==> src/rtl/t05_spi_pkg.sv <==
// t05_spi_pkg: controller state codes and SPI FSM state type shared by the SPI writer
package t05_spi_pkg;
    localparam logic [3:0] ST_CBS = 4'd5;
    localparam logic [3:0] ST_TRN = 4'd6;
    localparam logic [3:0] ST_SPI = 4'd7;
    typedef enum logic {S_IDLE, S_SHIFT} spi_state_t;
endpackage

==> src/rtl/t05_spi_if.sv <==
// t05_spi_if: bit-stream inputs and SPI/status outputs of the SPI writer
//   en_state, write_bit/en_hs, write_bit/en_tl : pipeline -> writer
//   bit_ready, mosi, sclk, cs_n, overflow, fin_spi (+ drop_cnt with T05_SPI_DROP_CNT_EN) : writer -> outside
interface t05_spi_if;
    logic [3:0] en_state;
    logic       write_bit_hs, write_en_hs, write_bit_tl, write_en_tl;
    logic       bit_ready, mosi, sclk, cs_n, overflow, fin_spi;
`ifdef T05_SPI_DROP_CNT_EN
    logic [7:0] drop_cnt;
`endif
    modport master (
        output en_state, write_bit_hs, write_en_hs, write_bit_tl, write_en_tl,
        input  bit_ready, mosi, sclk, cs_n, overflow, fin_spi
`ifdef T05_SPI_DROP_CNT_EN
        , drop_cnt
`endif
    );
    modport slave (
        input  en_state, write_bit_hs, write_en_hs, write_bit_tl, write_en_tl,
        output bit_ready, mosi, sclk, cs_n, overflow, fin_spi
`ifdef T05_SPI_DROP_CNT_EN
        , drop_cnt
`endif
    );
endinterface

==> src/rtl/t05_spi_writer_fifo.sv <==
// t05_byte_fifo: small FIFO; push+pop together is legal even when full
//   push/din in, pop in, dout = head entry, full/empty flags
module t05_byte_fifo #(
    parameter int WIDTH = 8,
    parameter int DEPTH = 4
) (
    input  logic             clk,
    input  logic             rst,
    input  logic             push,
    input  logic             pop,
    input  logic [WIDTH-1:0] din,
    output logic [WIDTH-1:0] dout,
    output logic             full,
    output logic             empty
);
    localparam int AW = $clog2(DEPTH);
    logic [WIDTH-1:0] mem [DEPTH];
    logic [AW:0] wr_q, wr_d, rd_q, rd_d;
    logic do_push, do_pop;
    // extra MSB on the pointers tells full from empty when the indices match
    always_comb begin
        empty   = wr_q == rd_q;
        full    = (wr_q[AW] != rd_q[AW]) && (wr_q[AW-1:0] == rd_q[AW-1:0]);
        do_pop  = pop && !empty;
        do_push = push && (!full || do_pop);
        wr_d    = wr_q + {{AW{1'b0}}, do_push};
        rd_d    = rd_q + {{AW{1'b0}}, do_pop};
        dout    = mem[rd_q[AW-1:0]];
    end
    always_ff @(posedge clk or posedge rst)
        if (rst) begin
            wr_q <= '0;
            rd_q <= '0;
        end else begin
            wr_q <= wr_d;
            rd_q <= rd_d;
        end
    always_ff @(posedge clk)
        if (do_push) mem[wr_q[AW-1:0]] <= din;
endmodule

==> src/rtl/t05_spi_writer.sv <==
// t05_spi_writer: packs hs/tl bit streams MSB-first into bytes and sends them over a mode-0 SPI master
//   clk, rst (async, active high); bus = t05_spi_if.slave
//   optional T05_SPI_DROP_CNT_EN adds a saturating drop counter driving overflow
module t05_spi_writer
    import t05_spi_pkg::*;
#(
    parameter int FIFO_DEPTH = 4,
    parameter int CLK_DIV    = 2
) (
    input logic      clk,
    input logic      rst,
    t05_spi_if.slave bus
);
    localparam int DW = CLK_DIV > 1 ? $clog2(CLK_DIV) : 1;
    spi_state_t    state_q, state_d;
    logic [7:0]    acc_q, acc_d, shreg_q, shreg_d, fifo_din, fifo_dout;
    logic [2:0]    cnt_q, cnt_d, bit_cnt_q, bit_cnt_d;
    logic [DW-1:0] div_q, div_d;
    logic sclk_q, sclk_d, cs_n_q, cs_n_d, mosi_q, mosi_d, fin_q, fin_d;
    logic src_en, src_bit, ready, accept, drop, flush, push, pop, full, empty;

    t05_byte_fifo #(.WIDTH(8), .DEPTH(FIFO_DEPTH)) u_fifo (
        .clk(clk), .rst(rst), .push(push), .pop(pop), .din(fifo_din),
        .dout(fifo_dout), .full(full), .empty(empty)
    );

    always_comb begin
        src_en  = bus.en_state == ST_CBS ? bus.write_en_hs : bus.en_state == ST_TRN ? bus.write_en_tl : 1'b0;
        src_bit = bus.en_state == ST_CBS ? bus.write_bit_hs : bus.write_bit_tl;
        ready   = !(full && cnt_q == 3'd7);
        accept  = src_en && ready;
        drop    = src_en && !ready;
        // ST_SPI selects no source, so a flush never coincides with an accepted bit
        flush   = bus.en_state == ST_SPI && cnt_q != 3'd0 && !full;
        acc_d   = accept ? {acc_q[6:0], src_bit} : acc_q;
        cnt_d   = flush ? 3'd0 : accept ? cnt_q + 3'd1 : cnt_q;
        push    = flush || (accept && cnt_q == 3'd7);
        fifo_din = flush ? acc_q << (4'd8 - {1'b0, cnt_q}) : acc_d;
        fin_d   = bus.en_state == ST_SPI && cnt_q == 3'd0 && empty && state_q == S_IDLE;
    end

    always_comb begin
        state_d   = state_q;
        shreg_d   = shreg_q;
        bit_cnt_d = bit_cnt_q;
        div_d     = div_q;
        sclk_d    = sclk_q;
        cs_n_d    = cs_n_q;
        mosi_d    = mosi_q;
        pop       = 1'b0;
        if (state_q == S_IDLE) begin
            if (!empty) begin
                pop       = 1'b1;
                shreg_d   = fifo_dout;
                mosi_d    = fifo_dout[7];
                cs_n_d    = 1'b0;
                div_d     = '0;
                bit_cnt_d = 3'd0;
                state_d   = S_SHIFT;
            end
        end else if (div_q != DW'(CLK_DIV - 1)) begin
            div_d = div_q + DW'(1);
        end else begin
            div_d  = '0;
            sclk_d = !sclk_q;
            // sclk currently high: this toggle is the falling edge where mosi advances
            if (sclk_q) begin
                if (bit_cnt_q != 3'd7) begin
                    shreg_d   = {shreg_q[6:0], 1'b0};
                    mosi_d    = shreg_q[6];
                    bit_cnt_d = bit_cnt_q + 3'd1;
                end else if (!empty) begin
                    pop       = 1'b1;
                    shreg_d   = fifo_dout;
                    mosi_d    = fifo_dout[7];
                    bit_cnt_d = 3'd0;
                end else begin
                    cs_n_d  = 1'b1;
                    mosi_d  = 1'b0;
                    state_d = S_IDLE;
                end
            end
        end
    end

    always_ff @(posedge clk or posedge rst)
        if (rst) begin
            state_q   <= S_IDLE;
            acc_q     <= 8'd0;
            cnt_q     <= 3'd0;
            shreg_q   <= 8'd0;
            bit_cnt_q <= 3'd0;
            div_q     <= '0;
            sclk_q    <= 1'b0;
            cs_n_q    <= 1'b1;
            mosi_q    <= 1'b0;
            fin_q     <= 1'b0;
        end else begin
            state_q   <= state_d;
            acc_q     <= acc_d;
            cnt_q     <= cnt_d;
            shreg_q   <= shreg_d;
            bit_cnt_q <= bit_cnt_d;
            div_q     <= div_d;
            sclk_q    <= sclk_d;
            cs_n_q    <= cs_n_d;
            mosi_q    <= mosi_d;
            fin_q     <= fin_d;
        end

`ifdef T05_SPI_DROP_CNT_EN
    logic [7:0] drop_cnt_q, drop_cnt_d;
    always_comb drop_cnt_d = (drop && drop_cnt_q != 8'hff) ? drop_cnt_q + 8'd1 : drop_cnt_q;
    always_ff @(posedge clk or posedge rst)
        if (rst) drop_cnt_q <= 8'd0;
        else     drop_cnt_q <= drop_cnt_d;
    assign bus.drop_cnt = drop_cnt_q;
    assign bus.overflow = drop_cnt_q != 8'd0;
`else
    logic ovf_q, ovf_d;
    always_comb ovf_d = ovf_q || drop;
    always_ff @(posedge clk or posedge rst)
        if (rst) ovf_q <= 1'b0;
        else     ovf_q <= ovf_d;
    assign bus.overflow = ovf_q;
`endif

    assign bus.bit_ready = ready;
    assign bus.mosi      = mosi_q;
    assign bus.sclk      = sclk_q;
    assign bus.cs_n      = cs_n_q;
    assign bus.fin_spi   = fin_q;
endmodule

==> src/flat_wrapper.sv <==
// flat-port wrapper written by rule: the top's interface ports become plain ports
module t05_spi_writer_flat import t05_spi_pkg::*;
#(
    parameter int FIFO_DEPTH = 4,
    parameter int CLK_DIV    = 2
)
  (clk, rst, bus_en_state, bus_write_bit_hs, bus_write_en_hs, bus_write_bit_tl, bus_write_en_tl, bus_bit_ready, bus_mosi, bus_sclk, bus_cs_n, bus_overflow, bus_fin_spi);
  t05_spi_if bus_i ();
  input logic clk;
  input logic rst;
  input wire logic [$bits(bus_i.en_state)-1:0] bus_en_state;
  input wire logic [$bits(bus_i.write_bit_hs)-1:0] bus_write_bit_hs;
  input wire logic [$bits(bus_i.write_en_hs)-1:0] bus_write_en_hs;
  input wire logic [$bits(bus_i.write_bit_tl)-1:0] bus_write_bit_tl;
  input wire logic [$bits(bus_i.write_en_tl)-1:0] bus_write_en_tl;
  output wire logic [$bits(bus_i.bit_ready)-1:0] bus_bit_ready;
  output wire logic [$bits(bus_i.mosi)-1:0] bus_mosi;
  output wire logic [$bits(bus_i.sclk)-1:0] bus_sclk;
  output wire logic [$bits(bus_i.cs_n)-1:0] bus_cs_n;
  output wire logic [$bits(bus_i.overflow)-1:0] bus_overflow;
  output wire logic [$bits(bus_i.fin_spi)-1:0] bus_fin_spi;
  assign bus_i.en_state = bus_en_state;
  assign bus_i.write_bit_hs = bus_write_bit_hs;
  assign bus_i.write_en_hs = bus_write_en_hs;
  assign bus_i.write_bit_tl = bus_write_bit_tl;
  assign bus_i.write_en_tl = bus_write_en_tl;
  assign bus_bit_ready = bus_i.bit_ready;
  assign bus_mosi = bus_i.mosi;
  assign bus_sclk = bus_i.sclk;
  assign bus_cs_n = bus_i.cs_n;
  assign bus_overflow = bus_i.overflow;
  assign bus_fin_spi = bus_i.fin_spi;
  t05_spi_writer #(.FIFO_DEPTH(FIFO_DEPTH), .CLK_DIV(CLK_DIV)) u_core (.clk(clk), .rst(rst), .bus(bus_i));
endmodule
==> config.mk <==
export PLATFORM = sky130hd
export DESIGN_NAME = t05_spi_writer_flat
export DESIGN_NICKNAME = d
export VERILOG_FILES = /design/src/rtl/t05_spi_pkg.sv /design/src/rtl/t05_spi_if.sv /design/src/rtl/t05_spi_writer_fifo.sv /design/src/rtl/t05_spi_writer.sv /design/src/flat_wrapper.sv
export SDC_FILE = /design/constraint.sdc
export NUM_CORES = 1
export LEC_CHECK = 0
export BUFFER_PORTS_ARGS = -buffer_cell sky130_fd_sc_hd__buf_4
export CORE_ASPECT_RATIO = 1.2
export CORE_UTILIZATION = 61
export CTS_CLUSTER_SIZE = 20
export DETAILED_ROUTE_END_ITERATION = 10
export PLACE_DENSITY = 0.79
export SYNTH_ARGS = -nofsm -noshare
export SYNTH_HDL_FRONTEND = slang
export SYNTH_SLANG_ARGS = --single-unit
==> constraint.sdc <==
create_clock -name clk -period 3.4 [get_ports clk]
set_clock_uncertainty 0.05 [all_clocks]
set_input_delay 0.34 -clock clk [delete_from_list [all_inputs] [get_ports clk]]
set_output_delay 0.34 -clock clk [all_outputs]
set_load 0.02 [all_outputs]
# After elaboration in Yosys (flattened, before gate mapping)
# Memories as Yosys holds them, arrays and structs flattened.
# Index checks and enable logic that the tools add are counted.
classes:
  addsub: 6
  mul: 0
  div: 0
  magnitude_cmp: 0
  eq_ne: 13
  shift: 1
  n_mux: 42
  bitwise: 1
  n_reduce_logical: 26
op_table:
  columns: ["cell", "n"]
  rows:
  - ["two-way mux 8 bit", 7]
  - ["two-way mux 1 bit", 28]
  - ["two-way mux 3 bit", 7]
  - ["== test 4 x 3 -> 1 bit, second input constant", 3]
  - ["logical AND 1 bit", 12]
  - ["!= test 2 bit, second input constant", 4]
  - ["left shift 8 x 4 -> 8 bit", 1]
  - ["adder 3 x 1 -> 3 bit", 2]
  - ["adder 3 x 1 -> 3 bit, second input constant", 2]
  - ["AND reduction 5 bit", 1]
  - ["zero test 1 bit", 4]
  - ["AND reduction 2 bit", 2]
  - ["subtractor 4 x 3 -> 4 bit, first input constant", 1]
  - ["== test 3 bit", 1]
  - ["== test 3 bit, second input constant", 1]
  - ["zero test 3 bit", 1]
  - ["logical OR 1 bit", 3]
  - ["!= test 3 bit, second input constant", 1]
  - ["AND reduction 3 bit", 1]
  - ["nonzero test 3 bit", 1]
  - ["== test 2 bit", 1]
  - ["!= test 2 x 1 -> 1 bit, second input constant", 1]
  - ["nonzero test 2 bit", 1]
  - ["adder 1 bit, second input constant", 1]
  - ["other kinds (2)", 2]
totals:
  reg_bits: 35
  latch_bits: 0
  ramBits: 32
  romBits: 0
  elab_cells: 103
  n_memories: 1
memory_table:
  columns: ["memory", "depth", "width", "read_ports", "rd_clocked_by_memory_dff", "write_ports", "line", "rtl"]
  rows:
  - ["u_core.u_fifo.mem", 4, 8, 1, 0, 1, "t05_spi_writer_fifo.sv:17", "logic [WIDTH-1:0] mem [DEPTH];"]

# Logic depth before layout (Yosys ltp)
# Gate-level depths: netlist (run 1).
logic_depth:
  word_depth: 11
  ltp_mapped: 10
  depth_no_buf: 10

# Cells and area by module
# A second synthesis (run 1) with hierarchy kept.
hier_totals:
  hier_cells: 232
  area_unflattened_um2: 3248.1
modules_own_cells:
  columns: ["mod", "instances", "cells_each", "area_each_um2", "seq_area_each_um2"]
  rows:
  - ["t05_spi_writer", 1, 164, 1714.1, 701.9]
  - ["t05_byte_fifo", 1, 68, 1534.0, 1111.1]

# Least setup slack after synthesis (run 1)
# Ideal clock, no wire load.
synth_timing:
  kind: "register to register"
  startpoint: "register u_core.cnt_q[0]"
  endpoint: "memory u_core.u_fifo.mem[2][0], enable pin"
  arrival_time_ns: 2.350
  setup_slack_ns: 0.615
  stages_incl_launch_ff: 8
  synth_period_minus_slack_ns: 2.785
  path_cell_list: "dfrtp_1 -> inv_1 -> ha_1 -> ha_1 -> nor3_1 -> a21oi_1 -> or2_2 -> nor3b_1"
synth_via:
  elab_chain_len: 9
synth_rtl:
  columns: ["element", "line", "rtl"]
  rows:
  - ["start: declaration", "t05_spi_writer.sv:17", "logic [2:0] cnt_q, cnt_d, bit_cnt_q, bit_cnt_d;"]
  - ["start signal: assignment", "t05_spi_writer.sv:101", "cnt_q <= cnt_d;"]
  - ["== test 3 bit", "t05_spi_writer.sv:30, t05_spi_writer.sv:37", null]
  - ["logical AND 1 bit", "t05_spi_writer.sv:30", "ready = !(full && cnt_q == 3'd7);"]
  - ["zero test 1 bit", "t05_spi_writer.sv:30", null]
  - ["logical AND 1 bit", "t05_spi_writer.sv:31", "accept = src_en && ready;"]
  - ["logical AND 1 bit", "t05_spi_writer.sv:37", "push = flush || (accept && cnt_q == 3'd7);"]
  - ["logical OR 1 bit (*)", "t05_spi_writer.sv:37", null]
  - ["logical AND 1 bit (*)", "t05_spi_writer_fifo.sv:25", "do_push = push && (!full || do_pop);"]
  - ["two-way mux 1 bit (*)", "t05_spi_writer_fifo.sv:39", "if (do_push) mem[wr_q[AW-1:0]] <= din;"]
  - ["two-way mux 1 bit (implied by the code) (*)", "t05_spi_writer_fifo.sv:39", null]
  - ["end: declaration", "t05_spi_writer_fifo.sv:17", null]
# Mark *: on every way between the ends. The rest lies on a longest branch, timed or not.

# Worst setup path after layout (run 1)
layout_timing:
  startpoint: "register u_core.cnt_q[1]"
  endpoint: "memory u_core.u_fifo.mem[1][3], data pin"
layout_via:
  elab_chain_len: 6
layout_rtl:
  columns: ["element", "line", "rtl"]
  rows:
  - ["branches (longest 5 deep; another with subtractor 4 x 3 -> 4 bit)", null, null]
  - ["two-way mux 8 bit (*)", "t05_spi_writer.sv:38", "fifo_din = flush ? acc_q << (4'd8 - {1'b0, cnt_q}) : acc_d;"]
  - ["via u_core.fifo_din[3]", "t05_spi_writer.sv:16", "logic [7:0] acc_q, acc_d, shreg_q, shreg_d, fifo_din, fifo_dout;"]
# Mark *: on every way through the listed nets, which the timed path passes.

==> qor.log, run 1 <==
qor: run_status.status finished clean
qor: clock_tree.clock_sink_count 66
qor: layout.diodes 0
qor: synthesis.synth_area 3250 µm²
qor: layout.finalNetCount 289
qor: global_routing.antenna_found_initial 0
qor: critical_path.timing.critical_path.slowest_cell_delay 0.57 ns
qor: synthesis.synth.avg_cell_area 13.2 µm²
qor: sta.final-max-slew-violation-count 0
qor: floorplan.boundary_pin_count 16
qor: global_routing.largest_net_degree_at_the_start_of_global_routing 35
qor: worst_hold_path.classification_of_the_worst_slack_hold_path in2async
qor: sta.timing.final.setup_violations 0
qor: layout.nFillCells 341
qor: placed_design.dpl.hpwl 4190 µm
qor: synthesis.synth-simple-area-share 0.106
qor: synthesis.top_cells_by_area_in_the_synthesized_netlist sky130_fd_sc_hd__edfxtp_1, sky130_fd_sc_hd__dfrtp_1, sky130_fd_sc_hd__mux4_1, sky130_fd_sc_hd__ha_1, sky130_fd_sc_hd__mux2i_1
qor: synthesis.mappedNetlistNets 266
qor: critical_path.cp.buffers_inverters 2
qor: clock_tree.cts_buffer_depth 2
qor: drt.final_antenna_net_count 0
qor: synthesis.synth-edff-count 32
qor: drt.avgViaCountPerCell 5.92
qor: floorplan.chipHeight 82.0 µm
qor: floorplan.number_of_rows_created_at_floorplan 28
qor: power_and_ir_drop.sequential_share_of_power 0.433
qor: critical_path.crit_top_cell sky130_fd_sc_hd__ha_1
qor: synthesis.area_share_of_fa_ha_maj_cells_after_synthesis 0.0385
qor: global_routing.global_route_wire_length_before_repair 9780 µm
qor: placed_design.routabilityCongestion 0.916
qor: critical_path.worst_path_dominant_cell_family compound AO/OA/AOI/OAI gates
qor: critical_path.cpMaxStageDelayCell sky130_fd_sc_hd__o32ai_1
qor: clock_tree.cts-resized-gates 0
qor: sta.unrepaired_setup_endpoints_after_global_routing no
qor: synthesis.synthMuxAreaShare 0.139
qor: critical_path.critical_path_data_required_time 3.40 ns
qor: critical_path.crit-reg2reg-capture u_core.u_fifo.mem[1][3]
qor: drt.wirelength 5870 µm
qor: global_routing.grt_use_total 0.250
qor: critical_path.worst_r2r_startpoint u_core.cnt_q[1]
qor: floorplan.dieArea 5630 µm²
qor: power_and_ir_drop.worst_ir_drop_vdd 0.632 mV
qor: drt.drt_drc_violations_left 0
qor: power_and_ir_drop.cell_internal_pwr 1.76 mW
qor: critical_path.setup.worst_path.class reg2reg
qor: floorplan.fp.dieW 68.6 µm
qor: critical_path.worst-r2r-setup-slack 0.87 ns
qor: global_routing.congestion_overflow_gr 0
qor: critical_path.cp_num_cells 8
qor: clock_tree.cts_root_buffer sky130_fd_sc_hd__clkbuf_8
qor: flow_run.max_cap_violations 0
qor: critical_path.cp-startpoint u_core.cnt_q[1]
qor: clock_tree.clk_transition_reported_paths 0.07 ns
qor: power_and_ir_drop.p_switching 0.996 mW
qor: critical_path.worst-endpoint-arrival 2.54 ns
qor: layout.final_area 3600 µm²
qor: critical_path.endpoint_kind flip-flop
qor: synthesis.syn_inst 246
qor: synthesis.postSynthRegisterBits 66
qor: synthesis.synthDominantAreaCellType sky130_fd_sc_hd__edfxtp_1
qor: clock_tree.worstSkewPairLatency 0.33 ns
qor: power_and_ir_drop.power.density 767 nW/µm²
qor: synthesis.synth_warnings 0
qor: sta.timing_worst_slew_pin_value 0.771 ns
qor: power_and_ir_drop.leakagePower 1.55 nW
qor: floorplan.floorplan.core_area 5040 µm²
qor: power_and_ir_drop.relative_contribution_of_the_clock_network_to_total_power 0.215
qor: drt.detailedRoute.firstIterationViolations 159
qor: critical_path.critical_path.cell_chain inv_1, ha_1, ha_1, nor3_1, buf_4, and2_2, o31ai_1, o32ai_1
qor: drt.route.vias.total 1977
qor: critical_path.capturing_element_of_the_worst_setup_path u_core.u_fifo.mem[1][3]
qor: synthesis.ys_seq_area_frac 0.558
qor: clock_tree.cts_hold_repair.buffers 0
qor: global_routing.grt_pass1_vias 1970
qor: drt.route.detailed.wl_per_inst 17.6 µm
qor: sta.final.min_clock_period 2.53 ns
qor: critical_path.cp-start-kind flip-flop
qor: synthesis.synth_compound_gate_area_share 0.108
qor: synthesis.main_combinational_cell_family_by_area_after_synthesis multiplexers
qor: clock_tree.post-cts-setup-buffer-count 0
qor: clock_tree.cts_buffers 9
qor: power_and_ir_drop.share_comb_of_total_power 0.351
qor: layout.syn2layout_area_growth 10.6%
qor: synthesis.synth-xor-area-share 0.0185
qor: layout.layout_cell_share_with_drive_strength_beyond_1 0.208
qor: layout.layout.cells.most_common sky130_fd_sc_hd__dfrtp_1
qor: sta.fmaxAchievable 0.395 GHz
qor: drt.firstDrtPassIters 4
qor: sta.max-slew-margin-rel 0.482
qor: power_and_ir_drop.fraction_of_power_spent_switching_nets 0.361
qor: synthesis.async_set_or_reset_flop_fraction_in_the_synthesized_netlist 0.515
qor: clock_tree.clock_tree.htree_level_count 3
qor: critical_path.worst-r2r-cell-count 8
qor: clock_tree.cts_tree yes
qor: synthesis.yosys.cell_types.count 48
qor: sta.final.setup.tns 0 ns
qor: critical_path.timing.critical_path.fanout_max 6
qor: layout.layout_common_cells sky130_fd_sc_hd__dfrtp_1, sky130_fd_sc_hd__edfxtp_1, sky130_fd_sc_hd__nand2_1
qor: sta.finalHoldViolations 0
qor: placed_design.place_area 3410 µm²
qor: synthesis.synth_top_flop_cell sky130_fd_sc_hd__dfrtp_1
qor: placed_design.place.port_buffers 15
qor: layout.finalCoreUtilization 0.713
qor: sta.fin_crit_sh 0.745
qor: synthesis.synth_top_area_share 0.296
qor: floorplan.floorplan.initialDensity 0.644
qor: sta.final.hold.worst_slack 0.0609 ns
worst min-delay path, stage by stage:
cell	delay, ns
sky130_fd_sc_hd__buf_4	0.11
sky130_fd_sc_hd__inv_1	0.04
sky130_fd_sc_hd__buf_4	0.38
final cells by class:
cell class	count	area, µm²	area share
sequential	66	1810	0.504
multi-input combinational	162	1340	0.371
timing repair buffer	21	158	0.0438
clock buffer	11	153	0.0424
tap	60	75.1	0.0209
inverter	9	33.8	0.00939
clock inverter	5	28.8	0.00800
power by group through the flow:
stage	registers, mW	logic, mW	clock network (mW)
after CTS	1.19	0.973	0.608
after global placement	1.20	0.930	0
final	1.20	0.969	0.594
after detailed placement	1.21	0.963	0
after global routing	1.22	1.08	0.644
after floorplan	1.15	0.847	0
cell families after synthesis:
logic type | after synthesis
adder cells (fa/ha/maj) | 10
buffers and inverters | 18
flip-flops | 66
AND/OR/NAND/NOR | 71
XOR/XNOR | 6
multiplexers | 27
AO/OA/AOI/OAI | 48
synth_stat cells, types with 2 or more instances:
master,number
sky130_fd_sc_hd__nand2b_1,3
sky130_fd_sc_hd__and3_1,2
sky130_fd_sc_hd__or2_2,2
sky130_fd_sc_hd__o2bb2ai_1,6
sky130_fd_sc_hd__nor2_1,20
sky130_fd_sc_hd__nand3b_1,5
sky130_fd_sc_hd__inv_1,9
sky130_fd_sc_hd__nand3_1,4
sky130_fd_sc_hd__mux2_4,5
sky130_fd_sc_hd__a211oi_1,3
sky130_fd_sc_hd__xnor2_1,2
sky130_fd_sc_hd__mux2_2,2
sky130_fd_sc_hd__nor2b_1,2
sky130_fd_sc_hd__a21o_1,2
sky130_fd_sc_hd__dfrtp_1,33
sky130_fd_sc_hd__mux4_2,2
sky130_fd_sc_hd__nand2_1,22
sky130_fd_sc_hd__a22o_2,2
sky130_fd_sc_hd__ha_1,10
sky130_fd_sc_hd__xor2_1,3
sky130_fd_sc_hd__clkbuf_1,5
sky130_fd_sc_hd__o21bai_1,2
sky130_fd_sc_hd__mux4_1,8
sky130_fd_sc_hd__buf_6,2
sky130_fd_sc_hd__nor3b_1,3
sky130_fd_sc_hd__clkbuf_8,2
sky130_fd_sc_hd__o21ai_0,7
sky130_fd_sc_hd__edfxtp_1,32
sky130_fd_sc_hd__mux2i_1,10
sky130_fd_sc_hd__a21oi_1,9
sky130_fd_sc_hd__nor3_1,4
sky130_fd_sc_hd__o22ai_1,7
routing by layer:
layer  vias up  routed length (µm)  track usage
li1        970                   -            -
met1       952                2510        0.308
met2        46                3050        0.421
met3         9                 189       0.0514
met4         0                 120        0.104
met5         -                   0            0
flip-flops by register name, indices dropped and copies added (netlist names):
signal / cells
u_core.bus.overflow: 1
u_core.u_fifo.rd_q: 3
u_core.bus.sclk: 1
u_core.bus.cs_n: 1
u_core.u_fifo.mem: 32
u_core.bus.mosi: 1
u_core.acc_q: 8
u_core.bus.fin_spi: 1
u_core.state_q: 1
u_core.u_fifo.wr_q: 3
u_core.div_q: 1
u_core.cnt_q: 3
u_core.shreg_q: 7
u_core.bit_cnt_q: 3
worst min path at each step:
stage,startpoint,end,slack [ns],cells past startpoint
floorplan,bus_en_state[1],u_core.bus.fin_spi,0.40,2
global route,rst,u_core.u_fifo.wr_q[1],0.11,3
detailed placement,rst,u_core.bus.sclk,0.42,3
finish,rst,u_core.bus.sclk,0.06,3
CTS,rst,u_core.acc_q[4],0.07,3
global placement,rst,u_core.u_fifo.rd_q[2],0.41,3
stage by stage:
step                instances  setup slack, ns  power [mW]
finish                    334            0.867        2.76
global route              334            0.643        2.95
CTS                       334            0.915        2.77
detailed placement        318            0.939        2.17
global placement          318            0.979        2.13
floorplan                 246            0.615        1.99
Power figures use the tool's default switching activity.
==> run 2: changes to the inputs <==
- clock period: 3.4 -> 2.6 ns (I/O delays scaled with it)
==> run 2 against run 1 <==
Compared with the run above:
- maximum frequency increased by 5.5%
- final area increased by 2.7%
- die area unchanged
- first-iteration DRC count increased by 3.8%
- final cell count increased by 1.5%
- critical endpoint is now u_core.u_fifo.mem[2][1]
- register-to-register slack got worse by 0.67 ns
- sequential cell count unchanged
- combinational power increased by 43%
- wire length increased by 2.7%
- global-route usage increased by 0.13 points
==> qor.log, run 2 (synthesis gave the netlist of run 1 again) <==
qor: clock_tree.cts_buffer_depth 2
qor: critical_path.critical_path_data_required_time 2.72 ns
qor: layout.layout_cell_share_with_drive_strength_beyond_1 0.233
qor: clock_tree.clock_sink_count 66
qor: layout.ff_latch_area 1810 µm²
qor: layout.max_reg_flops 32
qor: layout.nFillCells 330
qor: sta.unrepaired_setup_endpoints_after_global_routing no
qor: drt.route.vias.total 2031
qor: critical_path.worst-r2r-setup-slack 0.20 ns
qor: flow_run.max_cap_violations 0
qor: global_routing.antenna_found_initial 0
qor: sta.finalHoldViolations 0
qor: floorplan.fp.dieW 68.6 µm
qor: floorplan.floorplan.core_area 5040 µm²
qor: power_and_ir_drop.leakagePower 1.59 nW
qor: global_routing.largest_net_degree_at_the_start_of_global_routing 35
qor: drt.drt_drc_violations_left 0
qor: clock_tree.cts_buffers 9
qor: placed_design.place.port_buffers 15
qor: critical_path.worst_r2r_startpoint u_core.cnt_q[1]
qor: clock_tree.clock_tree.htree_level_count 3
qor: floorplan.chipHeight 82.0 µm
qor: placed_design.place_area 3460 µm²
qor: critical_path.capturing_element_of_the_worst_setup_path u_core.u_fifo.mem[2][1]
qor: drt.detailedRoute.firstIterationViolations 165
qor: layout.finalCoreUtilization 0.732
qor: global_routing.congestion_overflow_gr 0
qor: clock_tree.worstSkewPairLatency 0.34 ns
qor: floorplan.dieArea 5630 µm²
qor: clock_tree.cts_tree yes
qor: critical_path.timing.critical_path.fanout_max 10
qor: placed_design.numPlacedInstances 322
qor: sta.final.min_clock_period 2.40 ns
qor: run_status.status finished clean
qor: critical_path.cp-startpoint u_core.cnt_q[1]
qor: critical_path.worst-endpoint-arrival 2.52 ns
qor: clock_tree.cts_root_buffer sky130_fd_sc_hd__clkbuf_8
qor: critical_path.endpoint_kind flip-flop
qor: layout.finalNetCount 294
qor: clock_tree.post-cts-setup-buffer-count 0
qor: sta.timing_worst_slew_pin_value 0.801 ns
qor: global_routing.grt_pass1_vias 2101
qor: layout.layout.cells.most_common sky130_fd_sc_hd__dfrtp_1
qor: sta.final.setup.tns 0 ns
qor: layout.syn2layout_area_growth 13.7%
qor: critical_path.worst-r2r-cell-count 7
qor: drt.firstDrtPassIters 4
qor: placed_design.dpl.hpwl 4240 µm
qor: critical_path.setup.worst_path.class reg2reg
qor: worst_hold_path.classification_of_the_worst_slack_hold_path in2reg
qor: layout.layout_common_cells sky130_fd_sc_hd__dfrtp_1, sky130_fd_sc_hd__edfxtp_1, sky130_fd_sc_hd__buf_4
qor: critical_path.crit-reg2reg-capture u_core.u_fifo.mem[2][1]
qor: placed_design.routabilityCongestion 0.814
qor: floorplan.boundary_pin_count 16
qor: floorplan.floorplan.initialDensity 0.644
qor: layout.final_area 3690 µm²
qor: sta.timing.final.setup_violations 0
qor: layout.diodes 0
qor: layout.area_used_by_multi_input_combinational_logic 1360 µm²
qor: drt.avgViaCountPerCell 5.99
qor: drt.wirelength 6030 µm
qor: clock_tree.clk_transition_reported_paths 0.07 ns
qor: drt.route.detailed.wl_per_inst 17.8 µm
qor: power_and_ir_drop.worst_ir_drop_vdd 0.767 mV
qor: sta.fmaxAchievable 0.416 GHz
qor: global_routing.global_route_wire_length_before_repair 9870 µm
qor: drt.final_antenna_net_count 0
qor: critical_path.cp-start-kind flip-flop
qor: floorplan.number_of_rows_created_at_floorplan 28
qor: sta.max-slew-margin-rel 0.461
qor: layout.layout.cells.non_filler 339
qor: worst_hold_path.hold_path_depth 3
qor: sta.final-max-slew-violation-count 0
qor: global_routing.grt_use_total 0.251
qor: sta.fin_crit_sh 0.924
qor: power_and_ir_drop.power.density 1040 nW/µm²
[run 2: changes by cell type in the layout (fill, tap and decap cells not counted), moves of 2 or more]
cell,before,now
sky130_fd_sc_hd__bufinv_16,0,2
sky130_fd_sc_hd__nor3b_2,0,2
sky130_fd_sc_hd__clkinv_2,4,1
sky130_fd_sc_hd__buf_4,21,25
sky130_fd_sc_hd__nor3b_1,3,1
[run 2: worst max-delay path, stage by stage, from the launching register on]
cell and delay (ns):
sky130_fd_sc_hd__dfrtp_1 0.39, sky130_fd_sc_hd__inv_1 0.07, sky130_fd_sc_hd__ha_1 0.18, sky130_fd_sc_hd__ha_1 0.41
sky130_fd_sc_hd__a2111oi_0 0.45, sky130_fd_sc_hd__mux2i_1 0.16, sky130_fd_sc_hd__a21oi_1 0.27, sky130_fd_sc_hd__a32o_1 0.25
[run 2: worst min path at each step]
stage	start	slack [ns]	end
finish	bus_en_state[1]	0.13	u_core.bus.fin_spi
global route	bus_en_state[1]	0.14	u_core.bus.fin_spi
floorplan	bus_en_state[1]	0.32	u_core.bus.fin_spi
global placement	rst	0.34	u_core.u_fifo.rd_q[2]
CTS	bus_en_state[1]	0.13	u_core.bus.fin_spi
detailed placement	rst	0.36	u_core.u_fifo.rd_q[2]
[run 2: stage by stage]
stage | hold slack, ns | total power, mW | setup WS (ns)
floorplan | 0.323 | 2.61 | 0.0717
global placement | 0.336 | 2.86 | 0.291
detailed placement | 0.359 | 2.91 | 0.205
CTS | 0.128 | 3.86 | 0.168
global route | 0.138 | 4.10 | 0.0117
finish | 0.134 | 3.84 | 0.198
[run 2: per-layer routing]
layer  GRT usage  routed length [µm]
met2       0.437                3220
met3      0.0458                 163
met1       0.295                2530
met5           0                   0
met4       0.115                 121
[run 2: report_power, final]
group / internal [mW] / total (mW) / switching (mW) / leakage (nW)
Combinational: 0.640 / 1.39 / 0.755 / 0.754
Sequential: 1.32 / 1.51 / 0.191 / 0.725
Clock: 0.538 / 0.937 / 0.400 / 0.107
[run 2: area by class of cell]
type | instances | share of cell area
clock buffer | 9 | 0.0335
clock inverter | 7 | 0.0254
inverter | 9 | 0.00914
multi-input combinational | 162 | 0.367
sequential | 66 | 0.491
tap | 60 | 0.0203
timing repair buffer | 26 | 0.0535
[run 2: timing repair]
action                                  CTS  global route
hold endpoints to repair                 28             0
hold buffers                              1             0
resized for setup                         0             1
endpoints found under the setup margin    0             4
